**src/rtl/alu_op_sequencer_pkg.sv**
```systemverilog
// ----------------------------------------------------------------------------
// alu_pkg
// Shared definitions for the ALU operation sequencer: the ALU opcode
// encodings, the sequencer state enum and the opcode-class enum.
// Optional feature macro: ALU_MULDIV_EN (consumed by alu_op_classify and
// alu_op_sequencer; nothing here depends on it).
// ----------------------------------------------------------------------------
package alu_pkg;

    localparam int OPW_DEF  = 5;
    localparam int REGW_DEF = 4;

    // ALU opcode encodings
    localparam logic [4:0] OP_ADD  = 5'b00011;
    localparam logic [4:0] OP_SUB  = 5'b00100;
    localparam logic [4:0] OP_AND  = 5'b00101;
    localparam logic [4:0] OP_OR   = 5'b00110;
    localparam logic [4:0] OP_SHR  = 5'b00111;
    localparam logic [4:0] OP_SHRA = 5'b01000;
    localparam logic [4:0] OP_SHL  = 5'b01001;
    localparam logic [4:0] OP_ROR  = 5'b01010;
    localparam logic [4:0] OP_ROL  = 5'b01011;
    localparam logic [4:0] OP_MUL  = 5'b01111;
    localparam logic [4:0] OP_DIV  = 5'b10000;
    localparam logic [4:0] OP_NEG  = 5'b10001;
    localparam logic [4:0] OP_NOT  = 5'b10010;

    typedef enum logic [2:0] {
        S_IDLE  = 3'd0,
        S_LD_Y  = 3'd1,
        S_LD_Z  = 3'd2,
        S_WB_LO = 3'd3,
        S_WB_HI = 3'd4,
        S_DONE  = 3'd5
    } state_e;

    // BINARY is encoding 0 so a reset latched class reads as all-zero
    typedef enum logic [1:0] {
        CLS_BINARY  = 2'd0,
        CLS_MULDIV  = 2'd1,
        CLS_UNARY   = 2'd2,
        CLS_ILLEGAL = 2'd3
    } op_class_e;

endpackage

```
**src/rtl/alu_op_sequencer_if.sv**
```systemverilog
// ----------------------------------------------------------------------------
// alu_op_sequencer_if
// Bundles the decoder handshake (start, op_in, ra, rb, rc / busy, done,
// illegal) and the datapath strobes driven toward the ALU, register file,
// Y, Z (ZHI/ZLO) and HI/LO registers.
//   master : the sequencer (consumes the request, drives all strobes)
//   slave  : the decoder/datapath side
// Optional feature macro: ALU_MULDIV_EN (no effect on this file).
// ----------------------------------------------------------------------------
interface alu_op_sequencer_if #(
    parameter int OPW  = 5,
    parameter int REGW = 4
);

    logic            start;
    logic [OPW-1:0]  op_in;
    logic [REGW-1:0] ra;
    logic [REGW-1:0] rb;
    logic [REGW-1:0] rc;

    logic            busy;
    logic            done;
    logic            illegal;
    logic [OPW-1:0]  alu_op;
    logic            r_out_en;
    logic [REGW-1:0] r_out_sel;
    logic            y_in;
    logic            z_in;
    logic            zlo_out;
    logic            zhi_out;
    logic            r_in_en;
    logic [REGW-1:0] r_in_sel;
    logic            lo_in;
    logic            hi_in;

    modport master (
        input  start, op_in, ra, rb, rc,
        output busy, done, illegal, alu_op, r_out_en, r_out_sel, y_in, z_in,
               zlo_out, zhi_out, r_in_en, r_in_sel, lo_in, hi_in
    );

    modport slave (
        output start, op_in, ra, rb, rc,
        input  busy, done, illegal, alu_op, r_out_en, r_out_sel, y_in, z_in,
               zlo_out, zhi_out, r_in_en, r_in_sel, lo_in, hi_in
    );

endinterface

```
**src/rtl/alu_op_sequencer_classify.sv**
```systemverilog
// ----------------------------------------------------------------------------
// alu_op_classify
// Combinational opcode-to-class decoder.
//   op_i  : ALU opcode
//   cls_o : BINARY, MULDIV, UNARY or ILLEGAL
// Optional feature macro: ALU_MULDIV_EN. When undefined, mul/div decode
// as ILLEGAL.
// ----------------------------------------------------------------------------
module alu_op_classify
    import alu_pkg::*;
#(
    parameter int OPW = 5
) (
    input  logic [OPW-1:0] op_i,
    output op_class_e      cls_o
);

    // Every opcode not listed is unsupported
    always_comb begin
        cls_o = CLS_ILLEGAL;
        case (op_i)
            OP_ADD, OP_SUB, OP_AND, OP_OR, OP_SHR,
            OP_SHRA, OP_SHL, OP_ROR, OP_ROL:      cls_o = CLS_BINARY;
            OP_NEG, OP_NOT:                        cls_o = CLS_UNARY;
`ifdef ALU_MULDIV_EN
            OP_MUL, OP_DIV:                        cls_o = CLS_MULDIV;
`else
            OP_MUL, OP_DIV:                        cls_o = CLS_ILLEGAL;
`endif
            default:                               cls_o = CLS_ILLEGAL;
        endcase
    end

endmodule

```
**src/rtl/alu_op_sequencer.sv**
```systemverilog
// ----------------------------------------------------------------------------
// alu_op_sequencer
// Steps one decoded ALU instruction through operand load (Y), compute (Z)
// and writeback (GPR or LO/HI), driving the ALU op_code and every bus and
// latch strobe.
// Ports:
//   clk    : system clock, rising edge
//   rst_n  : asynchronous active-low reset
//   bus_if : alu_op_sequencer_if.master (start/op_in/ra/rb/rc in;
//            busy/done/illegal and datapath strobes out)
// Optional feature macro: ALU_MULDIV_EN. When undefined, mul/div finish
// as illegal, WB_HI is never entered and lo_in/hi_in stay 0.
// ----------------------------------------------------------------------------
module alu_op_sequencer
    import alu_pkg::*;
#(
    parameter int OPW  = 5,
    parameter int REGW = 4
) (
    input  logic                  clk,
    input  logic                  rst_n,
    alu_op_sequencer_if.master    bus_if
);

    state_e          state_q, state_d;
    op_class_e       cls_q, cls_d, cls_w;
    logic [OPW-1:0]  op_q, op_d;
    logic [REGW-1:0] ra_q, ra_d;
    logic [REGW-1:0] rb_q, rb_d;
    logic [REGW-1:0] rc_q, rc_d;

    alu_op_classify #(.OPW(OPW)) u_classify (
        .op_i  (bus_if.op_in),
        .cls_o (cls_w)
    );

    // State and latched instruction fields
    always_ff @(posedge clk or negedge rst_n) begin
        if (!rst_n) begin
            state_q <= S_IDLE;
            cls_q   <= CLS_BINARY;
            op_q    <= '0;
            ra_q    <= '0;
            rb_q    <= '0;
            rc_q    <= '0;
        end else begin
            state_q <= state_d;
            cls_q   <= cls_d;
            op_q    <= op_d;
            ra_q    <= ra_d;
            rb_q    <= rb_d;
            rc_q    <= rc_d;
        end
    end

    // Next state; fields are captured only when a request is accepted in IDLE
    always_comb begin
        state_d = state_q;
        cls_d   = cls_q;
        op_d    = op_q;
        ra_d    = ra_q;
        rb_d    = rb_q;
        rc_d    = rc_q;
        case (state_q)
            S_IDLE: begin
                if (bus_if.start) begin
                    cls_d = cls_w;
                    op_d  = bus_if.op_in;
                    ra_d  = bus_if.ra;
                    rb_d  = bus_if.rb;
                    rc_d  = bus_if.rc;
                    case (cls_w)
                        CLS_BINARY, CLS_MULDIV: state_d = S_LD_Y;
                        CLS_UNARY:              state_d = S_LD_Z;
                        default:                state_d = S_DONE;
                    endcase
                end
            end
            S_LD_Y:  state_d = S_LD_Z;
            S_LD_Z:  state_d = S_WB_LO;
`ifdef ALU_MULDIV_EN
            S_WB_LO: state_d = (cls_q == CLS_MULDIV) ? S_WB_HI : S_DONE;
`else
            S_WB_LO: state_d = S_DONE;
`endif
            S_WB_HI: state_d = S_DONE;
            S_DONE:  state_d = S_IDLE;
            default: state_d = S_IDLE;
        endcase
    end

    // Strobes decode from state and latched fields only; at most one bus
    // driver (r_out_en, zlo_out, zhi_out) is active in any state
    always_comb begin
        bus_if.busy      = (state_q != S_IDLE);
        bus_if.done      = 1'b0;
        bus_if.illegal   = 1'b0;
        bus_if.alu_op    = '0;
        bus_if.r_out_en  = 1'b0;
        bus_if.r_out_sel = '0;
        bus_if.y_in      = 1'b0;
        bus_if.z_in      = 1'b0;
        bus_if.zlo_out   = 1'b0;
        bus_if.zhi_out   = 1'b0;
        bus_if.r_in_en   = 1'b0;
        bus_if.r_in_sel  = '0;
        bus_if.lo_in     = 1'b0;
        bus_if.hi_in     = 1'b0;
        case (state_q)
            S_LD_Y: begin
                bus_if.r_out_en  = 1'b1;
                bus_if.r_out_sel = (cls_q == CLS_MULDIV) ? ra_q : rb_q;
                bus_if.y_in      = 1'b1;
            end
            S_LD_Z: begin
                bus_if.r_out_en  = 1'b1;
                bus_if.r_out_sel = (cls_q == CLS_BINARY) ? rc_q : rb_q;
                bus_if.z_in      = 1'b1;
                bus_if.alu_op    = op_q;
            end
            S_WB_LO: begin
                bus_if.zlo_out = 1'b1;
`ifdef ALU_MULDIV_EN
                if (cls_q == CLS_MULDIV) begin
                    bus_if.lo_in = 1'b1;
                end else begin
                    bus_if.r_in_en  = 1'b1;
                    bus_if.r_in_sel = ra_q;
                end
`else
                bus_if.r_in_en  = 1'b1;
                bus_if.r_in_sel = ra_q;
`endif
            end
            S_WB_HI: begin
                bus_if.zhi_out = 1'b1;
`ifdef ALU_MULDIV_EN
                bus_if.hi_in   = 1'b1;
`endif
            end
            S_DONE: begin
                bus_if.done    = 1'b1;
                bus_if.illegal = (cls_q == CLS_ILLEGAL);
            end
            default: ;
        endcase
    end

endmodule
```
**src/flat_wrapper.sv**
```systemverilog
// flat-port wrapper written by rule: the top's interface ports become plain ports
module alu_op_sequencer_flat import alu_pkg::*;
#(
    parameter int OPW  = 5,
    parameter int REGW = 4
)
  (clk, rst_n, bus_if_start, bus_if_op_in, bus_if_ra, bus_if_rb, bus_if_rc, bus_if_busy, bus_if_done, bus_if_illegal, bus_if_alu_op, bus_if_r_out_en, bus_if_r_out_sel, bus_if_y_in, bus_if_z_in, bus_if_zlo_out, bus_if_zhi_out, bus_if_r_in_en, bus_if_r_in_sel, bus_if_lo_in, bus_if_hi_in);
  alu_op_sequencer_if #(.OPW(OPW), .REGW(REGW)) bus_if_i ();
  input  logic clk;
  input  logic rst_n;
  input wire logic [$bits(bus_if_i.start)-1:0] bus_if_start;
  input wire logic [$bits(bus_if_i.op_in)-1:0] bus_if_op_in;
  input wire logic [$bits(bus_if_i.ra)-1:0] bus_if_ra;
  input wire logic [$bits(bus_if_i.rb)-1:0] bus_if_rb;
  input wire logic [$bits(bus_if_i.rc)-1:0] bus_if_rc;
  output wire logic [$bits(bus_if_i.busy)-1:0] bus_if_busy;
  output wire logic [$bits(bus_if_i.done)-1:0] bus_if_done;
  output wire logic [$bits(bus_if_i.illegal)-1:0] bus_if_illegal;
  output wire logic [$bits(bus_if_i.alu_op)-1:0] bus_if_alu_op;
  output wire logic [$bits(bus_if_i.r_out_en)-1:0] bus_if_r_out_en;
  output wire logic [$bits(bus_if_i.r_out_sel)-1:0] bus_if_r_out_sel;
  output wire logic [$bits(bus_if_i.y_in)-1:0] bus_if_y_in;
  output wire logic [$bits(bus_if_i.z_in)-1:0] bus_if_z_in;
  output wire logic [$bits(bus_if_i.zlo_out)-1:0] bus_if_zlo_out;
  output wire logic [$bits(bus_if_i.zhi_out)-1:0] bus_if_zhi_out;
  output wire logic [$bits(bus_if_i.r_in_en)-1:0] bus_if_r_in_en;
  output wire logic [$bits(bus_if_i.r_in_sel)-1:0] bus_if_r_in_sel;
  output wire logic [$bits(bus_if_i.lo_in)-1:0] bus_if_lo_in;
  output wire logic [$bits(bus_if_i.hi_in)-1:0] bus_if_hi_in;
  assign bus_if_i.start = bus_if_start;
  assign bus_if_i.op_in = bus_if_op_in;
  assign bus_if_i.ra = bus_if_ra;
  assign bus_if_i.rb = bus_if_rb;
  assign bus_if_i.rc = bus_if_rc;
  assign bus_if_busy = bus_if_i.busy;
  assign bus_if_done = bus_if_i.done;
  assign bus_if_illegal = bus_if_i.illegal;
  assign bus_if_alu_op = bus_if_i.alu_op;
  assign bus_if_r_out_en = bus_if_i.r_out_en;
  assign bus_if_r_out_sel = bus_if_i.r_out_sel;
  assign bus_if_y_in = bus_if_i.y_in;
  assign bus_if_z_in = bus_if_i.z_in;
  assign bus_if_zlo_out = bus_if_i.zlo_out;
  assign bus_if_zhi_out = bus_if_i.zhi_out;
  assign bus_if_r_in_en = bus_if_i.r_in_en;
  assign bus_if_r_in_sel = bus_if_i.r_in_sel;
  assign bus_if_lo_in = bus_if_i.lo_in;
  assign bus_if_hi_in = bus_if_i.hi_in;
  alu_op_sequencer #(.OPW(OPW), .REGW(REGW)) u_core (.clk(clk), .rst_n(rst_n), .bus_if(bus_if_i));
endmodule
```
**config.mk**
```make
export PLATFORM = sky130hd
export DESIGN_NAME = alu_op_sequencer_flat
export DESIGN_NICKNAME = d
export VERILOG_FILES = /design/src/rtl/alu_op_sequencer_pkg.sv /design/src/rtl/alu_op_sequencer_if.sv /design/src/rtl/alu_op_sequencer_classify.sv /design/src/rtl/alu_op_sequencer.sv /design/src/flat_wrapper.sv
export SDC_FILE = /design/constraint.sdc
export NUM_CORES = 1
export LEC_CHECK = 0
export ABC_CLOCK_PERIOD_IN_PS = 2250
export CORE_MARGIN = 1
export CORE_UTILIZATION = 44
export CTS_CLUSTER_DIAMETER = 80
export CTS_CLUSTER_SIZE = 8
export DETAILED_ROUTE_END_ITERATION = 6
export HOLD_SLACK_MARGIN = 0.08
export PLACE_DENSITY = 0.87
export SLEW_MARGIN = 20
export SYNTH_ARGS = -nofsm -noshare
export SYNTH_HDL_FRONTEND = slang
export SYNTH_SLANG_ARGS = --single-unit
```
**constraint.sdc**
```tcl
create_clock -name clk -period 2.25 [get_ports clk]
set_clock_uncertainty 0.2 [all_clocks]
set_input_delay 0.45 -clock clk [delete_from_list [all_inputs] [get_ports clk]]
set_output_delay 0.45 -clock clk [all_outputs]
set_load 0.02 [all_outputs]
```
## After elaboration in Yosys (flattened, before gate mapping)

Memory sizes are Yosys's and may differ from the RTL's.
Cells that the tools add are included.

- Mux-type cells: 15
- Equal/unequal tests: 10
- Reduce and logical (&&, ||, !) cells: 8

Operators with widths:

| cell | number |
|---|---|
| 4-bit 2-to-1 mux | 3 |
| 3-bit case mux with 4 select lines | 1 |
| 4-bit case mux with 2 select lines | 1 |
| 1-bit 2-to-1 mux | 7 |
| 3-bit by 2-bit equality test with 1-bit output (second input constant) | 2 |
| 3-bit equality test (second input constant) | 2 |
| 3-bit case mux with 2 select lines | 1 |
| 2-bit OR reduction | 3 |
| 5-bit 2-to-1 mux | 1 |
| 2-bit by 1-bit equality test with 1-bit output (second input constant) | 2 |
| 2-bit equality test (second input constant) | 2 |
| 2-bit zero test | 2 |
| 3-bit by 1-bit equality test with 1-bit output (second input constant) | 1 |
| 3-bit zero test | 1 |
| 3-bit 2-to-1 mux | 1 |
| 3-bit nonzero test | 1 |
| 2-bit != test (second input constant) | 1 |
| 2-bit AND reduction | 1 |

- Output and inout port bits: 24
- Input bits: 20
- Register bits after elaboration: 22
- Word-level logic and storage cells: 40
- Memories kept: 1
- Memory bits (read-only): 64

Memories:

| memory | depth | bits a word | read ports | clocked after memory_dff | write ports | line | RTL |
|---|---|---|---|---|---|---|---|
| (name not given) | 32 | 2 | 1 | 0 | 0 | alu_op_sequencer_classify.sv:21 | `case (op_i)` |

## Depth between registers and ports, before layout

An unclocked memory read counts as a cell.

- Word-level depth: 6
- Depth in mapped cells: 5
- Depth with buffers taken out: 5

## Cells and area by module

Synthesis repeated with hierarchy kept, for this count alone.

- Cell total of the unflattened synthesis: 100
- Area, all modules: 1,204.9 sq um

Modules (own cells, without submodules):

| module | cells each | sequential area each (sq um) | area an instance (sq um) | instances |
|---|---|---|---|---|
| alu_op_sequencer | 95 | 550.5 | 1,162.4 | 1 |
| alu_op_classify | 5 | 0.0 | 42.5 | 1 |

## Worst setup path after synthesis

OpenSTA, ideal clock, no wires.

- Kind: reg-to-output
- Start: register u_core.state_q[1]
- End: output port bus_if_r_in_sel[0]
- Slack: 193 ps
- Cell stages (with the launch flop): 5
- Data arrival time: 1,407 ps
- Data required time: 1,600 ps
- Cell sequence: dfrtp_1 -> clkbuf_1 -> nand2_1 -> nor2_1 -> and2_1

- Cells in the longest elaborated chain, start to end: 2

RTL lines:

| item | line | RTL |
|---|---|---|
| start, declared | alu_op_sequencer.sv:25 | `state_e state_q, state_d;` |
| start signal, assigned | alu_op_sequencer.sv:47 | `state_q <= state_d;` |
| 3-bit by 2-bit equality test with 1-bit output | alu_op_sequencer.sv:109 | `case (state_q)` |
| 4-bit 2-to-1 mux | alu_op_sequencer.sv:109 |  |
| end, declared | flat_wrapper.sv:27 | `output wire logic [$bits(bus_if_i.r_in_sel)-1:0] bus_if_r_in_sel;` |

Every way passes these cells.

## Worst setup path in the final report

- Start: register u_core.cls_q[1]
- End: output port bus_if_r_out_sel[1]

- Cells in the longest elaborated chain, start to end: 3
- Elaborated cells on any way between the ends: 5
- Those cells by class: eq/ne (1); mux (3); reduce/logical (1)

RTL lines:

| item | line | RTL |
|---|---|---|
| start, declared | alu_op_sequencer.sv:26 | `op_class_e cls_q, cls_d, cls_w;` |
| start signal, assigned | alu_op_sequencer.sv:48 | `cls_q <= cls_d;` |
| 2-bit by 1-bit equality test with 1-bit output / 2-bit zero test (equally long branches) | alu_op_sequencer.sv:112, alu_op_sequencer.sv:117 |  |
| 4-bit 2-to-1 mux (on tied branches) | alu_op_sequencer.sv:112, alu_op_sequencer.sv:117 |  |
| 4-bit case mux with 2 select lines * | alu_op_sequencer.sv:109 |  |
| end, declared | flat_wrapper.sv:21 | `output wire logic [$bits(bus_if_i.r_out_sel)-1:0] bus_if_r_out_sel;` |

Every way passes the cells marked *; elsewhere a longest branch is shown, timed or not.

==> results.txt <==
Routability congestion estimate: 0.830
Worst setup EP type: output port
HPWL after DPL: 2330 um
Final hold vios: 0
EDFF count, synth: 0
Worst-Skew Late Latency: 0.31 ns
All-Layer GR Usage: 21.8%
Die height: 55.6 um
Cell taking the most area after synthesis: dfrtp_1
Worst Path Buf+Inv: 2
Drt drc: 0
CTS tree: done
Placed Area: 1750 um^2
CTS Buf Count: 3
Delay-heaviest family, CP: flip-flops
Primary FF master, synth: dfrtp_1
I/O pin count: 44
Min Tclk post-route: 2.21 ns
Post-layout util: 63.5%
Antenna fix cells: 0
Vias in the first global route: 1,056
Sw power: 978 uW
# fillers: 228
Final ANT Viol Nets: 0
Crit path largest cell delay: 0.46 ns
CP startpoint: u_core.cls_q[1]$_DFFE_PN0P_
Clock power share: 7.5%
CTS Sinks: 22
Starting DRT DRC Count: 24
Fin area: 1740 um^2
Synth cell types: 31
Max FO, Critical Path: 4
Leak: 0.000861 uW
Hold_buf cts: 0
Yosys reg bits: 22
Worst EP required: 1.60 ns
Port Buffers: 41
H-Tree Depth: 1
Switching share of power: 40.7%
Routed via count: 1,008
Ranking of synthesized cells by area: dfrtp_1, mux2_4, mux2i_1
Final wirelength: 3200 um
RR Startpoint: u_core.state_q[1]$_DFFE_PN0P_
Nets: 179
Global-route wire length before repair: 5180 um
Arrival time at the worst endpoint: 1.56 ns
# setup viols final: 0
Die area: 3090 um^2
Placed insts: 183
Period Utilization, post-route: 98.1%
Site Rows: 19
Final hold slack: 0.287 ns
Via-to-Cell Ratio: 5.39
RSZ-0062 raised after global routing: yes
Syn Area/Cell: 11.9 um^2
Post-Layout Cell Count: 187
Hold Path Class: in2async
Cell Area, Synth: 1260 um^2
Initial antenna violation count: 0
CP max stage cell: dfrtp_2
CTS Buffer Depth: 2
Root buffer cell: clkbuf_4
Combinational power share: 60.5%
Area grow syn2layout: 37.5%
Async SR Flop Fraction: 100%
Yosys top cell area share: 43.6%
Design Power: 2400 uW
GRT overflow: 0
P per Cell Area: 1380 nW/um^2
Core area: 2730 um^2
Die width: 55.6 um
Fmax: 453 MHz
Cells after synthesis: 106
Maxcap violations: 0
Starting density of the core: 46.2%
Max IR drop VDD: 1070 uV
WS Path Type: reg2out
Avg WL per Cell: 17.1 um
Share of cells above drive strength 1: 39.7%
Seq/Total Area, Yosys: 43.6%
Largest net degree at the start of global routing: 23
Final slew viol count: 0
Worst Setup Start Kind: flop
Critical-path cell list: nor2_1 -> buf_4 -> mux2i_2 -> o22ai_2 -> buf_6
DR pass1 iterations: 4
Clk slew on worst S/H paths: 0.12 ns
Reg power frac: 31.9%
Cell-internal power: 1420 uW
Yosys warns: 0
Status: complete, no violations
per-stage QoR:
step,setup slack (ns),setup TNS (ns)
CTS,0.00697,0
finish,0.0419,0
global route,-0.0265,-0.0377
detailed placement,-0.141,-0.507
global placement,-0.0928,-0.363
floorplan,0.193,0
final timing paths:
path                                          endpoint  slack (ns)  cells after the start
max                                bus_if_r_out_sel[1]        0.04                      5
min                         u_core.ra_q[0]$_DFFE_PN0P_        0.29                      2
max reg2reg                 u_core.rc_q[0]$_DFFE_PN0P_        0.22                      6
min reg2reg                 u_core.op_q[2]$_DFFE_PN0P_        0.32                      1
max in group asynchronous  u_core.cls_q[1]$_DFFE_PN0P_        1.31                      2
min in group clk            u_core.op_q[2]$_DFFE_PN0P_        0.32                      1
cell usage in the layout, fill, tap and decap left out, drive strengths merged:
cell type / count
inv: 5
nor3: 1
o31a: 1
mux2: 17
clkdlybuf4s15: 1
buf: 25
nand3: 1
dfrtp: 22
nand4bb: 1
o21ai: 3
or3b: 1
a211oi: 1
clkdlybuf4s50: 19
and3: 6
nand2b: 1
nand2: 4
nor2: 9
and3b: 2
dlygate4sd2: 3
nand4: 1
o22ai: 4
clkbuf: 8
and2: 5
mux2i: 8
conb: 2
ha: 1
a21oi: 2
or3: 1
o31ai: 1
cell usage after synthesis (all sizes together), types with 2 or more instances:
library cell and instances:
nor2 9, and2 5, and3b 2, dfrtp 22, nand2 4, a21oi 2, buf 5, o22ai 4
mux2 17, o21ai 3, inv 5, and3 6, clkbuf 2, mux2i 8
flip-flops by register name, summed over array words and instances, names as in the netlist:
| name | count |
|---|---|
| u_core.op_q | 5 |
| u_core.state_q | 3 |
| u_core.ra_q | 4 |
| u_core.rc_q | 4 |
| u_core.cls_q | 2 |
| u_core.rb_q | 4 |
cell families after synthesis:
logic type / synth area share, %
AOI/OAI and AO/OA: 5.85
adders and majority gates: 0.991
buffers and inverters: 6.64
DFF: 43.6
muxes: 26.3
other: 0.297
and+or+nand+nor: 16.4
routing by layer:
metal,wire length (um),track usage (%),vias up
met5,0,0,-
met4,36,6.43,0
met3,143,4.22,5
met2,1660,35.6,42
met1,1350,29.3,494
li1,-,-,467
power by group through the flow:
stage	combinational [uW]	sequential, uW	clock (uW)
after floorplan	928	708	0
after global placement	1420	734	0
after detailed placement	1460	750	0
after CTS	1390	745	186
after global routing	1550	788	202
final	1450	767	180
final cells by class:
cell class                      count  area, um^2  area share, %
Clock buffer                        3        22.5           1.30
Multi-Input combinational cell     73         669           38.6
Tap cell                           31        38.8           2.24
Sequential cell                    22         552           31.8
Inverter                            5        18.8           1.08
Timing Repair Buffer               53         434           25.0
repair_timing:
action | 4_1_cts | 5_1_grt
setup buffers | 0 | 1
pin swaps | 0 | 3
gates resized for setup | 58 | 30
cloned | 0 | 0
endpoints found under the setup margin | 22 | 21
worst reg2reg max path, stage by stage, from the launching register on:
cell and delay, ns:
dfrtp_1 0.42, buf_6 0.15, or3_4 0.38, buf_4 0.16
nor2_8 0.09, buf_4 0.21, mux2_4 0.32
(Power assumes the default switching activity.)
